[src/rtl/gs_div_pkg.sv]
// gs_div_pkg: shared constants and FSM state type for the Goldschmidt
// divider request issuer.
//   I_BITS/F_BITS/T_BITS : Q32.40 operand format
//   Q_ONE                : 1.0 in that format
//   gs_state_e           : issuer FSM states
package gs_div_pkg;
  localparam int I_BITS = 32;
  localparam int F_BITS = 40;
  localparam int T_BITS = I_BITS + F_BITS;

  localparam logic [T_BITS-1:0] Q_ONE = T_BITS'(1) << F_BITS;

  typedef enum logic [1:0] {
    ST_IDLE = 2'd0,
    ST_LOAD = 2'd1,
    ST_WAIT = 2'd2,
    ST_RESP = 2'd3
  } gs_state_e;
endpackage

[src/rtl/gs_div_req_fifo.sv]
// gs_div_req_fifo: synchronous request FIFO with extra-MSB pointers.
//   clk, rst          : clock, async active-high reset (empties the FIFO)
//   push_i, wdata_i   : write strobe/data (ignored when full)
//   pop_i             : read strobe (ignored when empty)
//   rdata_o           : head entry (combinational from the array)
//   full_o, empty_o   : decoded from the pointer registers
module gs_div_req_fifo #(
  parameter int W     = 148,
  parameter int DEPTH = 4
) (
  input  logic         clk,
  input  logic         rst,
  input  logic         push_i,
  input  logic [W-1:0] wdata_i,
  input  logic         pop_i,
  output logic [W-1:0] rdata_o,
  output logic         full_o,
  output logic         empty_o
);
  localparam int AW = $clog2(DEPTH);

  logic [W-1:0] mem [DEPTH];
  logic [AW:0]  wptr_q, rptr_q;

  // Extra MSB distinguishes full from empty when the low bits match.
  assign full_o  = (wptr_q[AW] != rptr_q[AW]) && (wptr_q[AW-1:0] == rptr_q[AW-1:0]);
  assign empty_o = (wptr_q == rptr_q);
  assign rdata_o = mem[rptr_q[AW-1:0]];

  always_ff @(posedge clk or posedge rst) begin
    if (rst) begin
      wptr_q <= '0;
      rptr_q <= '0;
    end else begin
      if (push_i && !full_o)  wptr_q <= wptr_q + 1'b1;
      if (pop_i  && !empty_o) rptr_q <= rptr_q + 1'b1;
    end
  end

  // Storage needs no reset; validity is carried by the pointers.
  always_ff @(posedge clk) begin
    if (push_i && !full_o) mem[wptr_q[AW-1:0]] <= wdata_i;
  end
endmodule

[src/rtl/gs_div_issue.sv]
// gs_div_issue: queues tagged Q32.40 divide requests and issues them one at
// a time to an external gs_div, returning the quotient with its tag.
// Divide-by-zero is screened here (all-ones quotient, rsp_err=1).
//   req_*  : valid/ready request stream (n, d, tag)
//   rsp_*  : valid/ready response stream (q, tag, err), registered
//   div_*  : gs_div pins (N, D, rst out; Q, done in)
// Optional macro GS_DIV_TIMEOUT_EN: abort a WAIT after TIMEOUT cycles with
// rsp_q=0, rsp_err=1.
module gs_div_issue #(
  parameter int T_BITS   = 72,
  parameter int TAG_BITS = 4,
  parameter int DEPTH    = 4,
  parameter int TIMEOUT  = 32
) (
  input  logic                clk,
  input  logic                rst,
  input  logic                req_valid,
  output logic                req_ready,
  input  logic [T_BITS-1:0]   req_n,
  input  logic [T_BITS-1:0]   req_d,
  input  logic [TAG_BITS-1:0] req_tag,
  output logic                rsp_valid,
  input  logic                rsp_ready,
  output logic [T_BITS-1:0]   rsp_q,
  output logic [TAG_BITS-1:0] rsp_tag,
  output logic                rsp_err,
  output logic [T_BITS-1:0]   div_n,
  output logic [T_BITS-1:0]   div_d,
  output logic                div_rst,
  input  logic [T_BITS-1:0]   div_q,
  input  logic                div_done
);
  import gs_div_pkg::*;

  localparam int W = 2*T_BITS + TAG_BITS;

  if ((DEPTH < 2) || ((DEPTH & (DEPTH-1)) != 0)) begin : g_bad_depth
    $error("DEPTH must be a power of two >= 2");
  end
  if (TIMEOUT < 1) begin : g_bad_timeout
    $error("TIMEOUT must be >= 1");
  end

  gs_state_e           state_q;
  logic [T_BITS-1:0]   div_n_q, div_d_q, rsp_q_q;
  logic [TAG_BITS-1:0] rsp_tag_q;
  logic                rsp_valid_q, rsp_err_q, div_rst_q;

  logic                fifo_full, fifo_empty, fifo_pop;
  logic [W-1:0]        fifo_rdata;
  logic [T_BITS-1:0]   head_n, head_d;
  logic [TAG_BITS-1:0] head_tag;

  assign req_ready = !fifo_full;
  assign fifo_pop  = (state_q == ST_IDLE) && !fifo_empty;
  assign head_tag  = fifo_rdata[W-1 -: TAG_BITS];
  assign head_n    = fifo_rdata[2*T_BITS-1 -: T_BITS];
  assign head_d    = fifo_rdata[T_BITS-1:0];

  gs_div_req_fifo #(.W(W), .DEPTH(DEPTH)) u_fifo (
    .clk     (clk),
    .rst     (rst),
    .push_i  (req_valid),
    .wdata_i ({req_tag, req_n, req_d}),
    .pop_i   (fifo_pop),
    .rdata_o (fifo_rdata),
    .full_o  (fifo_full),
    .empty_o (fifo_empty)
  );

`ifdef GS_DIV_TIMEOUT_EN
  localparam int CW = $clog2(TIMEOUT + 1);
  logic [CW-1:0] cnt_q;
`endif

  // The zero-divisor screen runs on the registered divisor in LOAD, so a
  // zero divisor answers one cycle after the pop while div_rst stays high.
  always_ff @(posedge clk or posedge rst) begin
    if (rst) begin
      state_q     <= ST_IDLE;
      div_n_q     <= '0;
      div_d_q     <= '0;
      div_rst_q   <= 1'b1;
      rsp_valid_q <= 1'b0;
      rsp_q_q     <= '0;
      rsp_tag_q   <= '0;
      rsp_err_q   <= 1'b0;
`ifdef GS_DIV_TIMEOUT_EN
      cnt_q       <= '0;
`endif
    end else begin
      case (state_q)
        ST_IDLE: begin
          if (!fifo_empty) begin
            div_n_q   <= head_n;
            div_d_q   <= head_d;
            rsp_tag_q <= head_tag;
            state_q   <= ST_LOAD;
          end
        end
        ST_LOAD: begin
          if (div_d_q == '0) begin
            rsp_q_q     <= '1;
            rsp_err_q   <= 1'b1;
            rsp_valid_q <= 1'b1;
            state_q     <= ST_RESP;
          end else begin
            div_rst_q <= 1'b0;
            state_q   <= ST_WAIT;
`ifdef GS_DIV_TIMEOUT_EN
            cnt_q     <= '0;
`endif
          end
        end
        ST_WAIT: begin
          if (div_done) begin
            rsp_q_q     <= div_q;
            rsp_err_q   <= 1'b0;
            rsp_valid_q <= 1'b1;
            div_rst_q   <= 1'b1;
            state_q     <= ST_RESP;
          end
`ifdef GS_DIV_TIMEOUT_EN
          else if (cnt_q == CW'(TIMEOUT - 1)) begin
            rsp_q_q     <= '0;
            rsp_err_q   <= 1'b1;
            rsp_valid_q <= 1'b1;
            div_rst_q   <= 1'b1;
            state_q     <= ST_RESP;
          end else begin
            cnt_q <= cnt_q + 1'b1;
          end
`endif
        end
        ST_RESP: begin
          if (rsp_ready) begin
            rsp_valid_q <= 1'b0;
            state_q     <= ST_IDLE;
          end
        end
        default: state_q <= ST_IDLE;
      endcase
    end
  end

  assign rsp_valid = rsp_valid_q;
  assign rsp_q     = rsp_q_q;
  assign rsp_tag   = rsp_tag_q;
  assign rsp_err   = rsp_err_q;
  assign div_n     = div_n_q;
  assign div_d     = div_d_q;
  assign div_rst   = div_rst_q;
endmodule

[config.mk]
export PLATFORM = sky130hd
export DESIGN_NAME = gs_div_issue
export DESIGN_NICKNAME = d
export VERILOG_FILES = /design/src/rtl/gs_div_pkg.sv /design/src/rtl/gs_div_req_fifo.sv /design/src/rtl/gs_div_issue.sv
export SDC_FILE = /design/constraint.sdc
export NUM_CORES = 1
export LEC_CHECK = 0
export CELL_PAD_IN_SITES_DETAIL_PLACEMENT = 1
export CELL_PAD_IN_SITES_GLOBAL_PLACEMENT = 2
export CORE_UTILIZATION = 30
export DETAILED_ROUTE_END_ITERATION = 10
export GPL_ROUTABILITY_DRIVEN = 0
export HOLD_SLACK_MARGIN = 0.03
export MAX_ROUTING_LAYER = met4
export PLACE_DENSITY_LB_ADDON = 0.08
export SYNTH_ARGS = -nofsm -noshare
export SYNTH_HDL_FRONTEND = slang
export SYNTH_SLANG_ARGS = --single-unit
[constraint.sdc]
create_clock -name clk -period 9.35 [get_ports clk]
set_input_delay 0.935 -clock clk [delete_from_list [all_inputs] [get_ports clk]]
set_output_delay 0.935 -clock clk [all_outputs]
set_load 0.005 [all_outputs]
* Word-level counts from Yosys, hierarchy flattened
Memories as Yosys holds them, arrays and structs flattened. A register that Yosys moved wholly into a read port is not among the register bits. Cells that the tools add are included.
Word-level totals: RAM bits 592, memories kept 1, output and inout port bits 224, input bits 225, word-level logic and storage cells 55, register bits 83
Memories:
- u_fifo.mem | depth 4, width 148, rd ports 1, clocked after memory_dff 1, write ports 1, RTL line gs_div_req_fifo.sv:22 | logic [W-1:0] mem [DEPTH];
Operators by class: multiplexer cells 18, reductions and logical operators 15, eq/ne operators 11, $add $sub $neg 2, bitwise logic cells 1
Operators by type and width (number):
- 72-bit 2-to-1 mux | 2
- 72-bit case mux with 2 select lines | 1
- 72-bit zero test | 1
- 2-bit != test (second input constant) | 5
- 3-bit AND reduction | 3
- 1-bit 2-to-1 mux | 8
- 2-bit case mux with 4 select lines | 1
- 3-bit by 1-bit adder with 3-bit output (second input constant) | 2
- 2-bit 2-to-1 mux | 3
- 2-bit equality test (second input constant) | 2
- 1-bit logical AND | 4
- 1-bit case mux with 2 select lines | 2
- 4-bit AND reduction | 1
- 3-bit equality test | 1
- 1-bit case mux with 3 select lines | 1
- 3-bit nonzero test | 1
- 2-bit by 1-bit equality test with 1-bit output (second input constant) | 1
- 2-bit equality test | 1
- 1-bit zero test | 2
- 2-bit zero test | 1
- 2-bit AND reduction | 1
- 2-bit nonzero test | 1
- 1-bit != test | 1
- 1-bit inverter | 1

* Logic depth before layout (Yosys ltp)
Gate-level depths: netlist of run 1.
depth in word-level cells 6, gate-level depth with buffers 9

* Cells and area by module
A second synthesis of run 1 with hierarchy kept.
Second synthesis, totals: cells, all modules 1611, area total of the unflattened synthesis 31859.3 um2
Modules (own cells, without submodules):
- gs_div_req_fifo | seq. area each 17927.2 um2, area each 21883.5 um2, cells each 823, instances 1
- gs_div_issue | seq. area each 5631.7 um2, area each 9975.8 um2, cells each 788, instances 1

* Worst setup path before layout of run 1
OpenSTA, ideal clock, no wires.
path kind input port to flip-flop, start input port req_valid, end memory u_fifo.mem[3][0], enable pin, path buffers 0, path slack 4.410 ns, stages on the path 1, data required time 8.822 ns, arrival time 4.412 ns, cell sequence and3_1
On the way: longest elaborated chain between the ends 3
RTL lines:
- start, declared | RTL line gs_div_issue.sv:17 | input logic req_valid,
- 1-bit logical AND | RTL line gs_div_req_fifo.sv:42 | if (push_i && !full_o) mem[wptr_q[AW-1:0]] <= wdata_i;
- 1-bit 2-to-1 mux | RTL line gs_div_req_fifo.sv:42
- 1-bit 2-to-1 mux (not written as such) | RTL line gs_div_req_fifo.sv:42
- end, declared | RTL line gs_div_req_fifo.sv:22
Every way passes these cells.

* Final worst setup path of run 1
start register u_fifo.rptr_q[1], end output port req_ready
On the way: longest elaborated chain between the ends 3
RTL lines:
- start, declared | RTL line gs_div_req_fifo.sv:23 | logic [AW:0] wptr_q, rptr_q;
- start signal, assigned | RTL line gs_div_req_fifo.sv:36 | if (pop_i && !empty_o) rptr_q <= rptr_q + 1'b1;
- 2-bit equality test | RTL line gs_div_req_fifo.sv:26 | assign full_o = (wptr_q[AW] != rptr_q[AW]) && (wptr_q[AW-1:0] == rptr_q[AW-1:0]);
- 1-bit logical AND | RTL line gs_div_req_fifo.sv:26
- 1-bit zero test | RTL line gs_div_issue.sv:54 | assign req_ready = !fifo_full;
- end, declared | RTL line gs_div_issue.sv:18 | output logic req_ready,
Every way passes these cells.

==> out/results.txt, run 1 <==
Buffers & Inverters on Critical Path: 1
Post-DP HPWL: 55200 µm
Unique masters post-synth: 45
Vias in the first global route: 18900
Dpl ws: 5.59 ns
Floorplan die area: 107000 µm²
Syn_nets: 1839
Share of cells above drive strength 1: 0.230
Switch Pwr: 4.29 mW
Max FO, Critical Path: 43
Largest net degree at the start of global routing: 117
Worst skew pair latency: 0.67 ns
Synth Area in Compound Gates: 0.0475
XOR/XNOR Fraction of Synth Area: 0.00194
Syn Area/Cell: 19.7 µm²
Worst Setup End Kind: output pin
FF-to-FF End: u_fifo.mem[3][12]
PwrDens: 342 nW/µm²
Number of flops mapped to enable cells by yosys: 592
Finished Layout Cells: 3543
Hold Path Sink: u_fifo.rptr_q[2]
Port Buffers: 448
Slowest CP cell: dfrtp_4
GR Overflow Total: 0
Drt pass-1 iters: 4
Clock network power share: 0.271
CP Class: reg -> out
Cts hold-fix bufs: 0
Post-CTS Setup Repair Bufs: 0
Worst Tran Pin Value: 1.04 ns
Min-delay worst type: reg -> reg
IO Count: 449
Initial core utilization: 0.304
Slew headroom: 0.304
DRT iter0 DRCs: 770
Fmax: 0.281 GHz
Final setup margin: 5.79 ns
Async SR Flop Fraction: 0.281
DRC viols: 0
Max Cap Violations: 0
Deepest clock path buffer count: 3
FP Rows: 118
Post-Syn Instances: 1604
Clock slew at reported path FFs: 0.06 ns
LEAKAGE: 14.0 nW
Flops & latches, synth: 823
Final Hold Fails: 0
Worst EP required: 8.42 ns
R2R Setup Slk: 5.80 ns
Die Span X: 327 µm
GRT Total Usage: 0.176
Clk_skew: 0.0303 ns
Top-area cell type share of the netlist area: 0.561
Cell taking the most area after synthesis: edfxtp_1
Worst vdd ir: 212 µV
Root buffer cell: clkbuf_16
Detailed Route WL: 91400 µm
Int Power: 9.72 mW
Post-route minimum period: 3.56 ns
Post-synthesis sequential area ratio: 0.744
R2R Path Start: u_fifo.rptr_q[1]
Syn. warnings: 0
Vias: 17100
RSZ-0062 raised after global routing: no
Crit start category: flop
Clock buffers created by TritonCTS: 95
First-pass GRT wire length: 134000 µm
Area contributors post-synth: edfxtp_1 56%, dfrtp_1 18%, mux4_2 11%
Adder-Cell Fraction of Synth Area: 0.00395
Switching portion of total power: 0.306
Logic pwr share: 0.324
Area Growth Syn to Fin: 29.5%
Critical path, cell by cell: xnor2_1 > nand3b_1 > clkdlybuf4s50_1
Crit path DAT: 2.62 ns
Max incr delay on CP: 0.92 ns
PostCTS Resize Cnt: 0
Nets: 2297
Synth Flop Type: edfxtp_1
# setup viols final: 0
Clock Sinks: 823
Core Area: 104000 µm²
Sequential share of power: 0.405
Antenna violations before repair: 20
H-tree levels: 3
Largest family of logic cells by synthesized area: multiplexers
Antenna viol nets, final: 0
Wire per inst: 25.8 µm
Max-slew violations: 0
Vias per inst: 4.83
Setup TNS: 0 ns
Simple-gate area share of the yosys netlist: 0.0289
Hold depth: 1
Synthesized area: 31700 µm²
Status: completed
CTS tree: yes
Mux share of post-synthesis cell area: 0.159
Worst hold path startpoint: u_fifo.rptr_q[2]
R2R depth: 4
Post-Place Cells: 3345
Period utilisation layout: 0.380
Delay-heaviest family, CP: flip-flops
DIE HEIGHT: 327 µm
[per-layer routing]
layer,up-vias,part of all wire,track usage
met2,407,0.49,0.282
met1,9087,0.42,0.213
li1,7518,-,-
met3,103,0.075,0.0596
met5,-,0,-
met4,0,0.020,0.0459
[logic make-up (layout without fill, tap and decap cells)]
family                   Yosys count  after routing
flip-flops                       823            823
multiplexers                     299            299
AO/OA/AOI/OAI                    216            216
AND/OR/NAND/NOR                  129            129
buffers and inverters            120            659
adder cells (fa/ha/maj)           10             10
XOR/XNOR                           7              7
other                              0             20
[flip-flops by register name, summed over array words and instances, names as in the netlist]
| register | cells |
|---|---|
| rsp_valid | 1 |
| div_n | 72 |
| u_fifo.rptr_q | 3 |
| rsp_tag | 4 |
| state_q | 2 |
| rsp_err | 1 |
| u_fifo.wptr_q | 3 |
| div_rst | 1 |
| div_d | 72 |
| rsp_q | 72 |
| u_fifo.mem | 592 |
[cell usage after synthesis (3+ instances only)]
cell type and n:
nor4_1 17, a21oi_1 60, clkbuf_1 91, buf_1 16, ha_1 10, a211oi_1 119, nor3_1 5, mux2_2 150
nand3b_1 3, nor2_1 5, dfrtp_1 230, and3b_1 59, edfxtp_1 592, o22ai_1 12, mux4_2 148, o221a_1 10
and3_1 5, inv_1 8, buf_2 3, xnor2_1 5, nand3_1 5, nand2_1 17
[area by class of cell]
class | instances | area, µm²
diodes | 20 | 50.0
clock buffers | 125 | 2630
fillers | 10100 | 63100
clock inverters | 53 | 584
flip-flops and latches | 823 | 23600
multi-input cells | 661 | 7700
inverters | 8 | 37.5
repair buffers | 473 | 4700
well taps | 1380 | 1730
[power by group through the flow]
stage          logic [mW]  clock network (mW)  registers (mW)
4_1_cts              4.72                3.93            5.71
2_1_floorplan        2.59                   0            5.62
5_1_grt              4.93                4.05            5.81
3_5_place_dp         4.71                   0            5.78
3_3_place_gp         4.65                   0            5.72
6_report             4.54                3.79            5.67
[placed cells by master (no fill, tap or decap), drive strengths merged, types with 3 or more instances in the layout]
master / count
mux2: 150
o22ai: 12
nand3b: 3
clkdlybuf4s50: 447
xnor2: 5
buf: 26
dfrtp: 230
clkbuf: 125
ha: 10
diode: 20
nand3: 5
nand2: 17
o21ai: 3
mux4: 148
o221a: 12
nor3: 5
nor2: 5
clkinv: 28
and3b: 59
and3: 5
nor4: 18
a21oi: 60
a211oi: 119
inv: 12
clkinvlp: 11
edfxtp: 592
or3: 3
bufinv: 10
[worst reg2reg max path, stage by stage, from the launching register on]
cell and delay [ns]:
dfrtp_4 0.92, xnor2_1 0.20, nand3b_1 0.22, and3_4 0.86
buf_4 0.88
[worst max-delay path by stage]
stage                     start  slack [ns]  depth (start not counted)                 to
2_1_floorplan               rst        2.08                          1           div_d[0]
5_1_grt        u_fifo.rptr_q[1]        5.56                          4  u_fifo.mem[3][12]
4_1_cts        u_fifo.rptr_q[1]        5.61                          3          req_ready
6_report       u_fifo.rptr_q[1]        5.79                          3          req_ready
3_3_place_gp                rst        5.58                          4          div_d[17]
3_5_place_dp          req_valid        5.59                          3  u_fifo.mem[3][36]
[per-stage QoR]
| step | power [mW] | hold slack [ns] | instance area [µm²] | util |
|---|---|---|---|---|
| 3_5_place_dp | 10.5 | 0.484 | 37700 | 0.363 |
| 4_1_cts | 14.4 | 0.498 | 40900 | 0.393 |
| 6_report | 14.0 | 0.494 | 41000 | 0.394 |
| 3_3_place_gp | 10.4 | 0.474 | 37700 | 0.363 |
| 5_1_grt | 14.8 | 0.518 | 41000 | 0.394 |
| 2_1_floorplan | 8.21 | 0.462 | 31700 | - |
(Power assumes the default switching activity.)
==> run 2, diff against run 1 <==
Clock period 9.35 ns to 3 ns, I/O delays scaled along.
==> out/results.txt, run 2 (synthesis gave the netlist of run 1 again) <==
DRT iter0 DRCs: 831 (was 770)
Sequential share of power: 0.390 (was 0.405)
Delay-heaviest family, CP: simple AND/OR/NAND/NOR gates (was flip-flops)
Port Buffers: 448 (unchanged)
IO Count: 449 (unchanged)
Max Cap Violations: 0 (unchanged)
Min-delay worst type: in -> reg (was reg -> reg)
DRC viols: 0 (unchanged)
Critical path, cell by cell: nor4_2 > buf_4 > nand4_1 > or3_1 > or3_4 > o221a_2 (was xnor2_1 > nand3b_1 > clkdlybuf4s50_1)
First-pass GRT wire length: 135000 µm (was 134000 µm)
PwrDens: 1060 nW/µm² (was 342 nW/µm²)
Fmax: 0.348 GHz
Final Hold Fails: 0 (unchanged)
Max incr delay on CP: 0.62 ns (was 0.92 ns)
Post-DP HPWL: 58300 µm (was 55200 µm)
DIE HEIGHT: 327 µm (unchanged)
Logic pwr share: 0.344 (was 0.324)
Dpl ws: -0.109 ns (was 5.59 ns)
Die Span X: 327 µm (unchanged)
Number of flip-flops in the largest register: 592 (unchanged)
Final hold slack: 0.204 ns (was 0.494 ns)
GR Overflow Total: 0 (unchanged)
Antenna viol nets, final: 0 (unchanged)
Commonest non-fill, non-tap cell in the layout: edfxtp_1 (unchanged)
Clock buffers created by TritonCTS: 95 (unchanged)
Max-slew violations: 0 (unchanged)
Wire per inst: 25.7 µm (was 25.8 µm)
RSZ-0062 raised after global routing: no (unchanged)
Post-CTS Setup Repair Bufs: 0 (unchanged)
LEAKAGE: 14.3 nW (was 14.0 nW)
Clk_skew: 0.0310 ns (was 0.0303 ns)
Clock slew at reported path FFs: 0.06 ns (about the same)
Clock Sinks: 823 (unchanged)
CP Class: reg -> reg (was reg -> out)
Clock network power share: 0.266 (was 0.271)
H-tree levels: 3 (unchanged)
Switching portion of total power: 0.304 (was 0.306)
Status: completed (unchanged)
Drt pass-1 iters: 5 (was 4)
FP Rows: 118 (unchanged)
Slowest CP cell: or3_1 (was dfrtp_4)
Antenna violations before repair: 19 (was 20)
Max FO, Critical Path: 12 (was 43)
Root buffer cell: clkbuf_16 (unchanged)
Area Growth Syn to Fin: 31.3% (was 29.5%)
Int Power: 30.8 mW (was 9.72 mW)
Fin util: 0.399 (was 0.394)
# setup viols final: 0 (unchanged)
Largest net degree at the start of global routing: 99 (was 117)
Initial core utilization: 0.304 (unchanged)
Floorplan die area: 107000 µm² (unchanged)
Slew headroom: 0.377 (was 0.304)
Vias: 17200 (was 17100)
Worst EP required: 3.55 ns (was 8.42 ns)
Final setup margin: 0.127 ns (was 5.79 ns)
Setup TNS: 0 ns (unchanged)
Worst Tran Pin Value: 0.934 ns (was 1.04 ns)
Worst vdd ir: 785 µV (was 212 µV)
Buffers & Inverters on Critical Path: 1 (unchanged)
Most frequent cells in the layout: 592 x edfxtp_1, 447 x clkdlybuf4s50_1, 228 x dfrtp_1 (unchanged)
Period utilisation layout: 0.958
Switch Pwr: 13.4 mW (was 4.29 mW)
Total power: 44.3 mW (was 14.0 mW)
Post-route minimum period: 2.87 ns
Share of cells above drive strength 1: 0.240 (was 0.230)
GRT Total Usage: 0.177 (was 0.176)
Worst skew pair latency: 0.66 ns (was 0.67 ns)
Core Area: 104000 µm² (unchanged)
Vias per inst: 4.82 (was 4.83)
Deepest clock path buffer count: 3 (unchanged)
Nets: 2334 (was 2297)
Vias in the first global route: 18900 (about the same)
Detailed Route WL: 92100 µm (was 91400 µm)
Crit path DAT: 3.42 ns (was 2.62 ns)
CTS tree: yes (unchanged)
Worst Setup End Kind: flop (was output pin)
Crit start category: flop (unchanged)
run 2: final cells by class:
cell class | count | area [µm²]
Fill cell | 10100 | 62500
Sequential cell | 823 | 23600
Multi-Input combinational cell | 661 | 7700
Timing Repair Buffer | 510 | 5320
Clock buffer | 133 | 2650
Tap cell | 1380 | 1730
Clock inverter | 44 | 526
Antenna cell | 18 | 45.0
Inverter | 8 | 33.8
run 2: what timing repair did:
item                                   4_1_cts  5_1_grt
setup endpoints to repair                   41        0
resized for setup                            1        0
hold buffers                                 1        0
endpoints found under the hold margin        4        0
run 2: power groups by stage:
| stage | logic, mW | registers [mW] | clock network [mW] |
|---|---|---|---|
| after floorplan | 8.10 | 17.3 | 0 |
| after global placement | 15.7 | 17.3 | 0 |
| after detailed placement | 15.8 | 17.5 | 0 |
| after CTS | 15.8 | 17.3 | 12.2 |
| after global routing | 16.5 | 17.6 | 12.6 |
| final | 15.2 | 17.3 | 11.8 |
run 2: metal layers:
metal / share of wire / GRT usage / wire (µm) / up-vias
met4: 0.015 / 0.0451 / 1400 / 0
met5: 0 / - / 0 / -
met1: 0.43 / 0.224 / 39400 / 9121
li1: - / - / - / 7578
met3: 0.066 / 0.0470 / 6060 / 94
met2: 0.49 / 0.283 / 45200 / 434
run 2: worst register-to-register path, delay by kind of cell, from the launching register on:
| kind | cells | cell delay (ns) |
|---|---|---|
| flops | 1 | 0.41 |
| simple gates | 4 | 1.92 |
| compound gates | 1 | 0.28 |
| buf+inv | 1 | 0.18 |
run 2: worst paths after layout:
kind | slack (ns) | endpoint | startpoint | cells after the start
setup / recovery | 0.13 | rsp_q[62] | div_d[44] | 6
hold / removal | 0.20 | rsp_q[71] | div_done | 3
setup reg to reg | 0.13 | rsp_q[62] | div_d[44] | 6
hold reg to reg | 0.50 | u_fifo.wptr_q[2] | u_fifo.wptr_q[2] | 1
max in group asynchronous | 1.47 | rsp_q[45] | rst | 4
min in group asynchronous | 0.56 | rsp_q[15] | rst | 3
run 2: stage by stage:
| step | cell area, µm² | instances |
|---|---|---|
| finish | 41600 | 3577 |
| global route | 41600 | 3574 |
| CTS | 41500 | 3559 |
| detailed placement | 38300 | 3381 |
| global placement | 38300 | 3381 |
| floorplan | 31700 | 1604 |
==> run 3, diff against run 2 <==
Settings changed: HOLD_SLACK_MARGIN 0.03 to default, SKIP_CTS_REPAIR_TIMING from default to 1.
==> out/results.txt, run 3 (synthesis gave the netlist of run 1 again) <==
Vias in the first global route: 18900 (unchanged)
Post-Place Cell Area: 38300 µm² (unchanged)
DRC viols: 0 (unchanged)
Status: completed (unchanged)
Register area: 23600 µm² (unchanged)
RSZ-0062 raised after global routing: no (unchanged)
Worst vdd ir: 784 µV (was 785 µV)
Fill cell count: 10100 (about the same)
Crit path capture: rsp_q[62] (unchanged)
Post-route minimum period: 2.87 ns (about the same)
CTS tree: yes (unchanged)
GR Overflow Total: 0 (unchanged)
Fin util: 0.399 (about the same)
Antenna viol nets, final: 0 (unchanged)
Clock slew at reported path FFs: 0.06 ns (about the same)
Post-Place Cells: 3381 (unchanged)
Critical path, cell by cell: nor4_2 > buf_4 > nand4_1 > or3_1 > or3_4 > o221a_2 (unchanged)
Max Cap Violations: 0 (unchanged)
Nets: 2334 (unchanged)
Final Hold Fails: 0 (unchanged)
FF-to-FF End: rsp_q[62] (unchanged)
DRT iter0 DRCs: 826 (was 831)
Clock Sinks: 823 (unchanged)
Slew headroom: 0.377 (about the same)
Area Growth Syn to Fin: 31.3% (about the same)
Detailed Route WL: 92100 µm (about the same)
Delay-heaviest family, CP: simple AND/OR/NAND/NOR gates (unchanged)
Max incr delay on CP: 0.62 ns (about the same)
H-tree levels: 3 (unchanged)
Number of flip-flops in the largest register: 592 (unchanged)
Max FO, Critical Path: 12 (unchanged)
First-pass GRT wire length: 135000 µm (about the same)
Core Area: 104000 µm² (unchanged)
Period utilisation layout: 0.958 (about the same)
CP Class: reg -> reg (unchanged)
PwrDens: 1060 nW/µm² (about the same)
Number of stages on the worst setup path: 6 (unchanged)
Worst EP required: 3.55 ns (about the same)
Fmax: 0.348 GHz (about the same)
Vias per inst: 4.81 (was 4.82)
Dpl ws: -0.109 ns (unchanged)
Drt pass-1 iters: 5 (unchanged)
Deepest clock path buffer count: 3 (unchanged)
Clk_skew: 0.0314 ns (was 0.0310 ns)
Share of cells above drive strength 1: 0.240 (unchanged)
R2R depth: 6 (unchanged)
LEAKAGE: 14.3 nW (unchanged)
Wire per inst: 25.7 µm (about the same)
Setup crit start: div_d[44] (unchanged)
IO Count: 449 (unchanged)
Most frequent cells in the layout: 592 x edfxtp_1, 447 x clkdlybuf4s50_1, 228 x dfrtp_1 (unchanged)
Worst skew pair latency: 0.66 ns (about the same)
Floorplan die area: 107000 µm² (unchanged)
Die Span X: 327 µm (unchanged)
Min-delay worst type: in -> reg (unchanged)
Max-slew violations: 0 (unchanged)
# setup viols final: 0 (unchanged)
Antenna violations before repair: 19 (unchanged)
Vias: 17200 (about the same)
Worst Tran Pin Value: 0.935 ns (was 0.934 ns)
Final hold slack: 0.204 ns (about the same)
Commonest non-fill, non-tap cell in the layout: edfxtp_1 (unchanged)
FP Rows: 118 (unchanged)
Finished Layout Cells: 3578 (was 3577)
Final setup margin: 0.127 ns (about the same)
R2R Path Start: div_d[44] (unchanged)
Layout Cell Area excl Fill: 41600 µm² (about the same)
R2R Setup Slk: 0.13 ns (about the same)
Clock buffers created by TritonCTS: 95 (unchanged)
Initial core utilization: 0.304 (unchanged)
Post-DP HPWL: 58300 µm (unchanged)
Total power: 44.3 mW (about the same)
Area occupied by multi-input gates: 7700 µm² (unchanged)
Slowest CP cell: or3_1 (unchanged)
Buffers & Inverters on Critical Path: 1 (unchanged)
Worst Setup End Kind: flop (unchanged)
Root buffer cell: clkbuf_16 (unchanged)
GRT Total Usage: 0.177 (about the same)
Crit path DAT: 3.42 ns (about the same)
DIE HEIGHT: 327 µm (unchanged)
Port Buffers: 448 (unchanged)
Crit start category: flop (unchanged)
Largest net degree at the start of global routing: 99 (unchanged)
Setup TNS: 0 ns (unchanged)
==> run 3: routing by layer <==
layer  share of wire  global-route usage  vias up
met5               0                   -        -
met4           0.015              0.0451        0
met3           0.067              0.0470       90
met2            0.49               0.283      431
met1            0.43               0.223     9118
li1                -                   -     7575
==> run 3: where the power goes <==
group	internal [mW]	switching, mW	total, mW	leakage, nW
clock	7.11	4.65	11.8	1.55
sequential	15.8	1.45	17.3	8.02
combinational	7.90	7.34	15.2	4.73
==> run 3: how the worst min path moves through the flow <==
| stage | startpoint | endpoint | cells after the start |
|---|---|---|---|
| 6_report | div_done | rsp_q[71] | 3 |
| 5_1_grt | div_done | rsp_q[36] | 3 |
| 3_3_place_gp | u_fifo.rptr_q[2] | u_fifo.rptr_q[2] | 1 |
| 4_1_cts | rst | rsp_q[15] | 2 |
| 2_1_floorplan | req_d[0] | u_fifo.mem[0][0] | 0 |
| 3_5_place_dp | u_fifo.rptr_q[2] | u_fifo.rptr_q[2] | 1 |
==> run 3: cell type report <==
class	instances	share of cell area
repair buffers	510	0.128
well taps	1380	0.0415
clock buffers	133	0.0638
diodes	19	0.00114
multi-input cells	661	0.185
inverters	8	0.000813
flip-flops and latches	823	0.567
clock inverters	44	0.0126
==> run 3: worst reg2reg max path, cell delays in order, from the launching register on <==
cell     delay (ns)
dfrtp_1        0.41
nor4_2         0.43
buf_4          0.18
nand4_1        0.35
or3_1          0.62
or3_4          0.52
o221a_2        0.28
